[src/rtl/timer_ctrl.sv]
// Control and sequencing for the two 8051 timer/counter datapaths: owns TMOD, TCON[7:4],
// TH0/TL0/TH1/TL1, the machine-cycle tick, pin qualification and overflow flags.
module timer_ctrl #(
   parameter int CLK_PER_MC = 12
) (
   input  logic       clk,
   input  logic       rst,

   input  logic [7:0] sfr_addr,
   input  logic       sfr_we,
   input  logic [7:0] sfr_wdata,
   output logic [7:0] sfr_rdata,

   input  logic       t0_pin,
   input  logic       t1_pin,
   input  logic       int0_n,
   input  logic       int1_n,

   input  logic       tf0_clr,
   input  logic       tf1_clr,
   output logic       tf0,
   output logic       tf1,

   output logic       t0_cnt_sig,
   output logic       t0_t_s,
   output logic [3:0] t0_tmod,
   output logic [7:0] t0_th,
   output logic [7:0] t0_tl,
   input  logic [7:0] t0_th_nxt,
   input  logic [7:0] t0_tl_nxt,
   input  logic       t0_t_o,

   output logic       t1_cnt_sig,
   output logic       t1_t_s,
   output logic [3:0] t1_tmod,
   output logic [7:0] t1_th,
   output logic [7:0] t1_tl,
   input  logic [7:0] t1_th_nxt,
   input  logic [7:0] t1_tl_nxt,
   input  logic       t1_t_o
);

   localparam logic [7:0] ADDR_TCON = 8'h88;
   localparam logic [7:0] ADDR_TMOD = 8'h89;
   localparam logic [7:0] ADDR_TL0  = 8'h8A;
   localparam logic [7:0] ADDR_TL1  = 8'h8B;
   localparam logic [7:0] ADDR_TH0  = 8'h8C;
   localparam logic [7:0] ADDR_TH1  = 8'h8D;

   localparam int PW = (CLK_PER_MC > 2) ? $clog2(CLK_PER_MC) : 1;
   localparam logic [PW-1:0] PRESC_LAST     = PW'(CLK_PER_MC - 1);
   localparam logic [PW-1:0] PRESC_PRE_LAST = PW'(CLK_PER_MC - 2);

   logic [PW-1:0] presc;
   logic          tick;

   logic [7:0] tmod;
   logic       tr0;
   logic       tr1;
   logic [7:0] th0;
   logic [7:0] tl0;
   logic [7:0] th1;
   logic [7:0] tl1;

   // Bit order of the synchronizer vectors: {int1_n, int0_n, t1_pin, t0_pin}.
   logic [3:0] pin_raw;
   logic [3:0] sync1;
   logic [3:0] sync2;
   logic [1:0] t_prev;
   logic [1:0] t_fall;
   logic [1:0] pend;

   logic run0;
   logic run1;

   logic wr_tcon;
   logic wr_tmod;
   logic wr_tl0;
   logic wr_tl1;
   logic wr_th0;
   logic wr_th1;

   // ---------------------------------------------------------------------------------
   // Machine-cycle tick: registered one cycle ahead of the wrap so it is high exactly
   // in the cycle where the prescaler sits at its last value.
   // ---------------------------------------------------------------------------------
   always_ff @(posedge clk) begin
      if (rst) begin
         presc <= '0;
         tick  <= 1'b0;
      end else begin
         presc <= (presc == PRESC_LAST) ? '0 : presc + 1'b1;
         tick  <= (presc == PRESC_PRE_LAST);
      end
   end

   // ---------------------------------------------------------------------------------
   // Pin synchronizers and Tx falling-edge capture
   // ---------------------------------------------------------------------------------
   assign pin_raw = {int1_n, int0_n, t1_pin, t0_pin};

   always_ff @(posedge clk) begin
      if (rst) begin
         sync1  <= 4'hF;
         sync2  <= 4'hF;
         t_prev <= 2'b11;
      end else begin
         sync1  <= pin_raw;
         sync2  <= sync1;
         t_prev <= sync2[1:0];
      end
   end

   assign t_fall = t_prev & ~sync2[1:0];

   // A new edge wins over the tick clear, so an edge seen in a tick cycle waits for the next tick.
   always_ff @(posedge clk) begin
      if (rst) begin
         pend <= 2'b00;
      end else begin
         pend <= t_fall | (pend & {2{~tick}});
      end
   end

   // ---------------------------------------------------------------------------------
   // Count qualification.
   // tX_cnt_sig is the valid of the datapath transfer: in a cycle where it is high the
   // controller consumes tX_th_nxt / tX_tl_nxt / tX_t_o at the closing edge. There is no
   // ready; the datapath is combinational and always accepts.
   // ---------------------------------------------------------------------------------
   assign run0 = tr0 & (~tmod[3] | sync2[2]);
   assign run1 = tr1 & (~tmod[7] | sync2[3]) & (tmod[5:4] != 2'b11);

   assign t0_cnt_sig = run0 & tick & (tmod[2] ? pend[0] : 1'b1);
   assign t1_cnt_sig = run1 & tick & (tmod[6] ? pend[1] : 1'b1);

   assign t0_t_s  = tmod[2];
   assign t1_t_s  = tmod[6];
   assign t0_tmod = tmod[3:0];
   assign t1_tmod = tmod[7:4];
   assign t0_th   = th0;
   assign t0_tl   = tl0;
   assign t1_th   = th1;
   assign t1_tl   = tl1;

   // ---------------------------------------------------------------------------------
   // SFR write decode
   // ---------------------------------------------------------------------------------
   assign wr_tcon = sfr_we && (sfr_addr == ADDR_TCON);
   assign wr_tmod = sfr_we && (sfr_addr == ADDR_TMOD);
   assign wr_tl0  = sfr_we && (sfr_addr == ADDR_TL0);
   assign wr_tl1  = sfr_we && (sfr_addr == ADDR_TL1);
   assign wr_th0  = sfr_we && (sfr_addr == ADDR_TH0);
   assign wr_th1  = sfr_we && (sfr_addr == ADDR_TH1);

   always_ff @(posedge clk) begin
      if (rst) begin
         tmod <= 8'h00;
      end else if (wr_tmod) begin
         tmod <= sfr_wdata;
      end
   end

   always_ff @(posedge clk) begin
      if (rst) begin
         tr0 <= 1'b0;
         tr1 <= 1'b0;
      end else if (wr_tcon) begin
         tr0 <= sfr_wdata[4];
         tr1 <= sfr_wdata[6];
      end
   end

   // ---------------------------------------------------------------------------------
   // Count registers: SFR write beats datapath write-back beats hold
   // ---------------------------------------------------------------------------------
   always_ff @(posedge clk) begin
      if (rst) begin
         tl0 <= 8'h00;
      end else if (wr_tl0) begin
         tl0 <= sfr_wdata;
      end else if (t0_cnt_sig) begin
         tl0 <= t0_tl_nxt;
      end
   end

   // In mode 3 only the TL0 half runs, so TH0 ignores the write-back.
   always_ff @(posedge clk) begin
      if (rst) begin
         th0 <= 8'h00;
      end else if (wr_th0) begin
         th0 <= sfr_wdata;
      end else if (t0_cnt_sig && (tmod[1:0] != 2'b11)) begin
         th0 <= t0_th_nxt;
      end
   end

   always_ff @(posedge clk) begin
      if (rst) begin
         tl1 <= 8'h00;
      end else if (wr_tl1) begin
         tl1 <= sfr_wdata;
      end else if (t1_cnt_sig) begin
         tl1 <= t1_tl_nxt;
      end
   end

   always_ff @(posedge clk) begin
      if (rst) begin
         th1 <= 8'h00;
      end else if (wr_th1) begin
         th1 <= sfr_wdata;
      end else if (t1_cnt_sig) begin
         th1 <= t1_th_nxt;
      end
   end

   // ---------------------------------------------------------------------------------
   // Overflow flags: a hardware set outranks an acknowledge so no overflow is lost.
   // ---------------------------------------------------------------------------------
   always_ff @(posedge clk) begin
      if (rst) begin
         tf0 <= 1'b0;
      end else if (wr_tcon) begin
         tf0 <= sfr_wdata[5];
      end else if (t0_cnt_sig && t0_t_o) begin
         tf0 <= 1'b1;
      end else if (tf0_clr) begin
         tf0 <= 1'b0;
      end
   end

   always_ff @(posedge clk) begin
      if (rst) begin
         tf1 <= 1'b0;
      end else if (wr_tcon) begin
         tf1 <= sfr_wdata[7];
      end else if (t1_cnt_sig && t1_t_o) begin
         tf1 <= 1'b1;
      end else if (tf1_clr) begin
         tf1 <= 1'b0;
      end
   end

   // ---------------------------------------------------------------------------------
   // SFR read mux; TCON's interrupt half lives elsewhere and reads as zero here.
   // ---------------------------------------------------------------------------------
   always_comb begin
      sfr_rdata = 8'h00;
      case (sfr_addr)
         ADDR_TCON: sfr_rdata = {tf1, tr1, tf0, tr0, 4'h0};
         ADDR_TMOD: sfr_rdata = tmod;
         ADDR_TL0:  sfr_rdata = tl0;
         ADDR_TL1:  sfr_rdata = tl1;
         ADDR_TH0:  sfr_rdata = th0;
         ADDR_TH1:  sfr_rdata = th1;
         default:   sfr_rdata = 8'h00;
      endcase
   end

endmodule

[config.mk]
export PLATFORM = sky130hd
export DESIGN_NAME = timer_ctrl
export DESIGN_NICKNAME = d
export VERILOG_FILES = /design/src/rtl/timer_ctrl.sv
export SDC_FILE = /design/constraint.sdc
export NUM_CORES = 1
export LEC_CHECK = 0
export CAP_MARGIN = 20
export CORE_ASPECT_RATIO = 0.5
export CORE_UTILIZATION = 40
export CTS_CLUSTER_DIAMETER = 200
export DETAILED_ROUTE_END_ITERATION = 7
export PLACE_DENSITY = 0.77
export SYNTH_ARGS = -nofsm -noshare
export SYNTH_HDL_FRONTEND = slang
export SYNTH_SLANG_ARGS = --single-unit
[constraint.sdc]
create_clock -name clk -period 2.7 [get_ports clk]
set_clock_uncertainty 0.1 [all_clocks]
set_input_delay 0.81 -clock clk [delete_from_list [all_inputs] [get_ports clk]]
set_output_delay 0.81 -clock clk [all_outputs]
set_load 0.02 [all_outputs]
# Yosys cells after proc, flatten, opt, wreduce, memory -nomap -nowiden
# Cells that the tools add are included.
word_totals:
  reg_bits: 61
  latch_bits: 0
  mem_bits_rw: 0
  romBits: 0
  in_bits: 59
  out_inout_bits: 54
  elab_cells: 75
  memories: 0
op_classes:
  add_sub_neg: 1
  n_mul: 0
  div_mod_pow: 0
  magnitude_cmp: 0
  n_eq_ne: 10
  n_shift: 0
  n_mux: 17
  bitwise_logic: 16
  reduce_logical: 16
ops:
  columns: ["cell", "count"]
  rows:
  - ["two-way mux 8 bit", 8]
  - ["== test 8 bit, second input constant", 6]
  - ["case mux 8 bit (6 select lines)", 1]
  - ["logical AND 1 bit", 9]
  - ["== test 4 bit, second input constant", 2]
  - ["two-way mux 1 bit", 8]
  - ["nonzero test 2 bit", 4]
  - ["AND 1 bit", 7]
  - ["nonzero test 3 bit", 2]
  - ["adder 4 x 1 -> 4 bit, second input constant", 1]
  - ["AND 2 bit", 2]
  - ["!= test 2 bit, second input constant", 2]
  - ["NOT 1 bit", 3]
  - ["NOT 2 bit", 1]
  - ["bitwise OR 1 bit", 2]
  - ["bitwise OR 2 bit", 1]
  - ["OR reduction 2 bit", 1]

# Longest topological paths before layout
depth:
  depth_word: 9
  mapped_depth: 7
  depth_no_buf: 4

# Worst setup path after synthesis
# OpenSTA, ideal clock, no wires.
synth_path:
  kind: "input to output"
  startpoint: "in sfr_addr[0]"
  endpoint: "out sfr_rdata[2]"
  arrival_time_ps: 1983
  required_time_ps: 1790
  path_slack_ps: -193
  path_stages: 6
  path_buffers: 2
  cell_sequence: "buf_2 > buf_2 > mux2_1 > a22oi_1 > o22ai_1 > and2_1"
synth_between:
  elab_chain_len: 2
  elab_cells_between_ends: 7
  cone_classes: "eq/ne (6); mux (1)"
synth_lines:
  columns: ["item", "line_no", "text"]
  rows:
  - ["from (decl)", "9", "input logic [7:0] sfr_addr,"]
  - ["== test 8 bit", "250", "case (sfr_addr)"]
  - ["case mux 8 bit (6 select lines) *", "250", null]
  - ["to (decl)", "12", "output logic [7:0] sfr_rdata,"]
# Every way passes the cells marked *; elsewhere a longest branch is shown, timed or not.

# Worst setup path after layout
layout_path:
  startpoint: "in sfr_addr[0]"
  endpoint: "out sfr_rdata[7]"
# The elaborated chain is that of the path after synthesis.

==> results.ini <==
[status]
run_status = finished, violations left
violations_in_the_final_reports = negative setup slack

[drt]
routed_wirelength_um = 10100
route.detailed.wl_per_inst_um = 18.7
drt-vias-per-instance = 5.49
initialDrtViolationCount = 175
route.vias.total = 2964
drtPass1Iterations = 4
drt.antenna.violating_nets = 0
post-route-drc-count = 0

[worst_setup_path]
critPathRequiredTime_ns = 1.79
critPathLaunch = sfr_addr[0]
timing.reg2reg.setup_slack_ns = 0.68
timing.critical_path.fanout_max = 8
crit_type = in -> out
worstSetupEndpointType = output port
crit_arrival_ns = 1.95
rr_endpoint = t0_th[1]
reg2regPathDepth = 4
cp-start-kind = input pin
critical_path.endpoint = sfr_rdata[7]
timing.rr.start = tr0

[cts]
cts_tree = built
cts_root_buf = sky130_fd_sc_hd__clkbuf_16
cts.reportedPaths.clkPinSlew_ns = 0.05
cts-htree-levels = 3
worst_case_clock_buffer_depth = 2
ctsHoldBuffers = 0
clock_latency_on_the_worst_skew_pair_ns = 0.33
cts_buffers = 9
clock-sinks = 61

[yosys]
top_cell_type_by_total_area_after_synthesis = sky130_fd_sc_hd__dfxtp_1
synth.ff_latch_count = 61
syn-cell-area_mm2 = 0.00293
synth.area.top_cells = sky130_fd_sc_hd__dfxtp_1 (42%), sky130_fd_sc_hd__mux2i_1 (15%), sky130_fd_sc_hd__a211oi_1 (8.2%)
sequential_cell_area_fraction_in_the_yosys_report = 0.417
synth_enable_flop_cells = 0
syn_nets = 373
syn_inst = 312
yosysWarningCount = 0
async_flop_share = 0
post_synth_most_frequent_cells = sky130_fd_sc_hd__dfxtp_1 (61), sky130_fd_sc_hd__nor2_1 (47), sky130_fd_sc_hd__mux2i_1 (45), sky130_fd_sc_hd__a211oi_1 (32), sky130_fd_sc_hd__clkbuf_1 (13)
synth.top_cell.area_share = 0.417
synthDistinctLibCells = 36
synthMostInstantiatedCell = sky130_fd_sc_hd__dfxtp_1
synthFlopType = sky130_fd_sc_hd__dfxtp_1
synthesis.area_per_instance_um2 = 9.40

[floorplanning]
dieArea_mm2 = 0.00770
initial_core_util = 0.426
num_io_pins = 113
die-height_um = 62.5
chipWidth_um = 123
placementRows = 21
core_area_mm2 = 0.00688

[pwr]
combinationalPowerShare = 0.092
switching_share = 0.230
max_vdd_drop_mv = 0.389
totalPowerFinal_uw = 2170
leakage_power_of_the_design_uw = 0.00170
int_pwr_uw = 1670
netSwitchingPower_uw = 498
power.share.clock = 0.483
power.share.sequential = 0.426
p_per_area_mw_per_mm2 = 459

[grt]
grt_max_degree = 37
gr-usage-met1 = 0.367
first_pass_grt_wire_length_um = 15600
antenna_violations_before_repair = 0
gr-usage-all-layers = 0.270
vias_in_the_first_global_route = 2861
grt_util_met3 = 0.0693
grt_most_used_layer = met2
met2_usage = 0.416
grt_overflow = 0

[sta]
slew_violations = 0
final.setup.worst_slack_ns = -0.160
fin_crit_ns = 2.86
tightestPinTransition_ns = 0.776
setup-violations-final = 8
achievable-frequency_ghz = 0.350
period_share = 1.06
finalHoldViolations = 0
rsz_0062_raised_after_global_routing = true
timing.max_slew.rel_slack = 0.482

[hold_path]
holdCritPathClass = reg -> reg

[placed_design]
dpl_cell_area_mm2 = 0.00430
place.gp.congestion = 0.937
detailedPlacementHpwl_um = 7410
port-buffer-count = 112

[final_layout]
synthToLayoutAreaGrowth_pct = 61.0
postLayoutCellArea_mm2 = 0.00472
design.final.nets = 504
layout.core_utilization = 0.686
layout-drive-gt1-share = 0.203
antenna_cells = 0

[job]
drv.max_cap_violation_count = 0

[layout make-up]
type	count	area (µm²)
Tap cell	92	115
Clock buffer	10	239
Clock inverter	6	38.8
Sequential cell	61	1220
Inverter	3	11.3
Fill cell	514	2160
Multi-Input combinational cell	225	1720
Timing Repair Buffer	143	1380
[flip-flops by register name, indices dropped and copies added, names as in the netlist]
register and count:
tmod 8, t1_th 8, tr1 1, t1_tl 8
tick 1, tr0 1, t_prev 2, t0_th 8
tf0 1, pend 2, sync2 4, t0_tl 8
tf1 1, presc 4, sync1 4
[kinds of logic after synthesis]
| family | after synthesis | share of synthesized area |
|---|---|---|
| compound gates | 61 | 0.160 |
| xor+xnor | 1 | 0.00299 |
| fa+ha+maj | 2 | 0.00853 |
| buf+inv | 26 | 0.0418 |
| flops | 61 | 0.417 |
| mux | 53 | 0.184 |
| simple gates | 108 | 0.186 |
[metal layers]
layer | up-vias | part of all wire | routed length [µm]
li1 | 1395 | - | -
met1 | 1447 | 0.45 | 4490
met2 | 100 | 0.46 | 4670
met3 | 22 | 0.071 | 720
met4 | 0 | 0.021 | 208
met5 | - | 0 | 0
[worst min-delay path by stage]
stage / start / endpoint / slack, ns / cells after the start
floorplan: sync1[0] / sync2[0] / 0.28 / 1
global placement: sync1[1] / sync2[1] / 0.29 / 1
detailed placement: sync1[3] / sync2[3] / 0.29 / 1
CTS: sync1[3] / sync2[3] / 0.30 / 1
global route: sync1[3] / sync2[3] / 0.31 / 1
finish: sync1[0] / sync2[0] / 0.30 / 1
[worst max-delay path: stages]
cell and delay, ns:
sky130_fd_sc_hd__buf_8 0.10, sky130_fd_sc_hd__buf_8 0.13, sky130_fd_sc_hd__mux2_4 0.30, sky130_fd_sc_hd__a22oi_2 0.20
sky130_fd_sc_hd__o221ai_2 0.12, sky130_fd_sc_hd__and2_4 0.16, sky130_fd_sc_hd__buf_6 0.12
[cell usage in the layout, fill, tap and decap left out, types with 4 or more instances in the layout]
cell type                         instances
sky130_fd_sc_hd__clkbuf_16                9
sky130_fd_sc_hd__a21oi_1                  5
sky130_fd_sc_hd__and2_4                   7
sky130_fd_sc_hd__mux2_4                   4
sky130_fd_sc_hd__o22ai_1                  4
sky130_fd_sc_hd__nand2b_1                 4
sky130_fd_sc_hd__nor2b_1                  4
sky130_fd_sc_hd__buf_6                    8
sky130_fd_sc_hd__and2_1                   5
sky130_fd_sc_hd__a22oi_2                  9
sky130_fd_sc_hd__nand2_1                 10
sky130_fd_sc_hd__a211oi_1                32
sky130_fd_sc_hd__dlygate4sd2_1            6
sky130_fd_sc_hd__or2_1                   10
sky130_fd_sc_hd__mux2i_1                 45
sky130_fd_sc_hd__nor2_1                  47
sky130_fd_sc_hd__buf_4                   28
sky130_fd_sc_hd__clkdlybuf4s50_1         93
sky130_fd_sc_hd__dfxtp_1                 61
sky130_fd_sc_hd__nor3_1                   4
[power groups by stage]
| stage | Combinational, µW | Sequential (µW) | Clock (µW) |
|---|---|---|---|
| finish | 199 | 922 | 1050 |
| CTS | 192 | 922 | 1060 |
| detailed placement | 183 | 941 | 0 |
| floorplan | 57.0 | 940 | 0 |
| global route | 209 | 923 | 1100 |
| global placement | 178 | 940 | 0 |
[metrics by stage]
stage	std cells	TNS, ns	hold WS [ns]	worst slack, ns
CTS	540	-0.844	0.301	-0.155
global route	540	-1.28	0.309	-0.197
floorplan	312	0	0.283	0.0122
global placement	522	-8.14	0.286	-1.05
finish	540	-0.949	0.297	-0.160
detailed placement	522	-8.37	0.288	-1.14
[repair_timing]
item | in CTS | in global routing
cloned | 1 | 0
pin swaps | 10 | 7
setup endpoints to repair | 9 | 9
setup buffers | 1 | 0
resized for setup | 89 | 11
No activity file was read; power rests on OpenSTA's default activity.
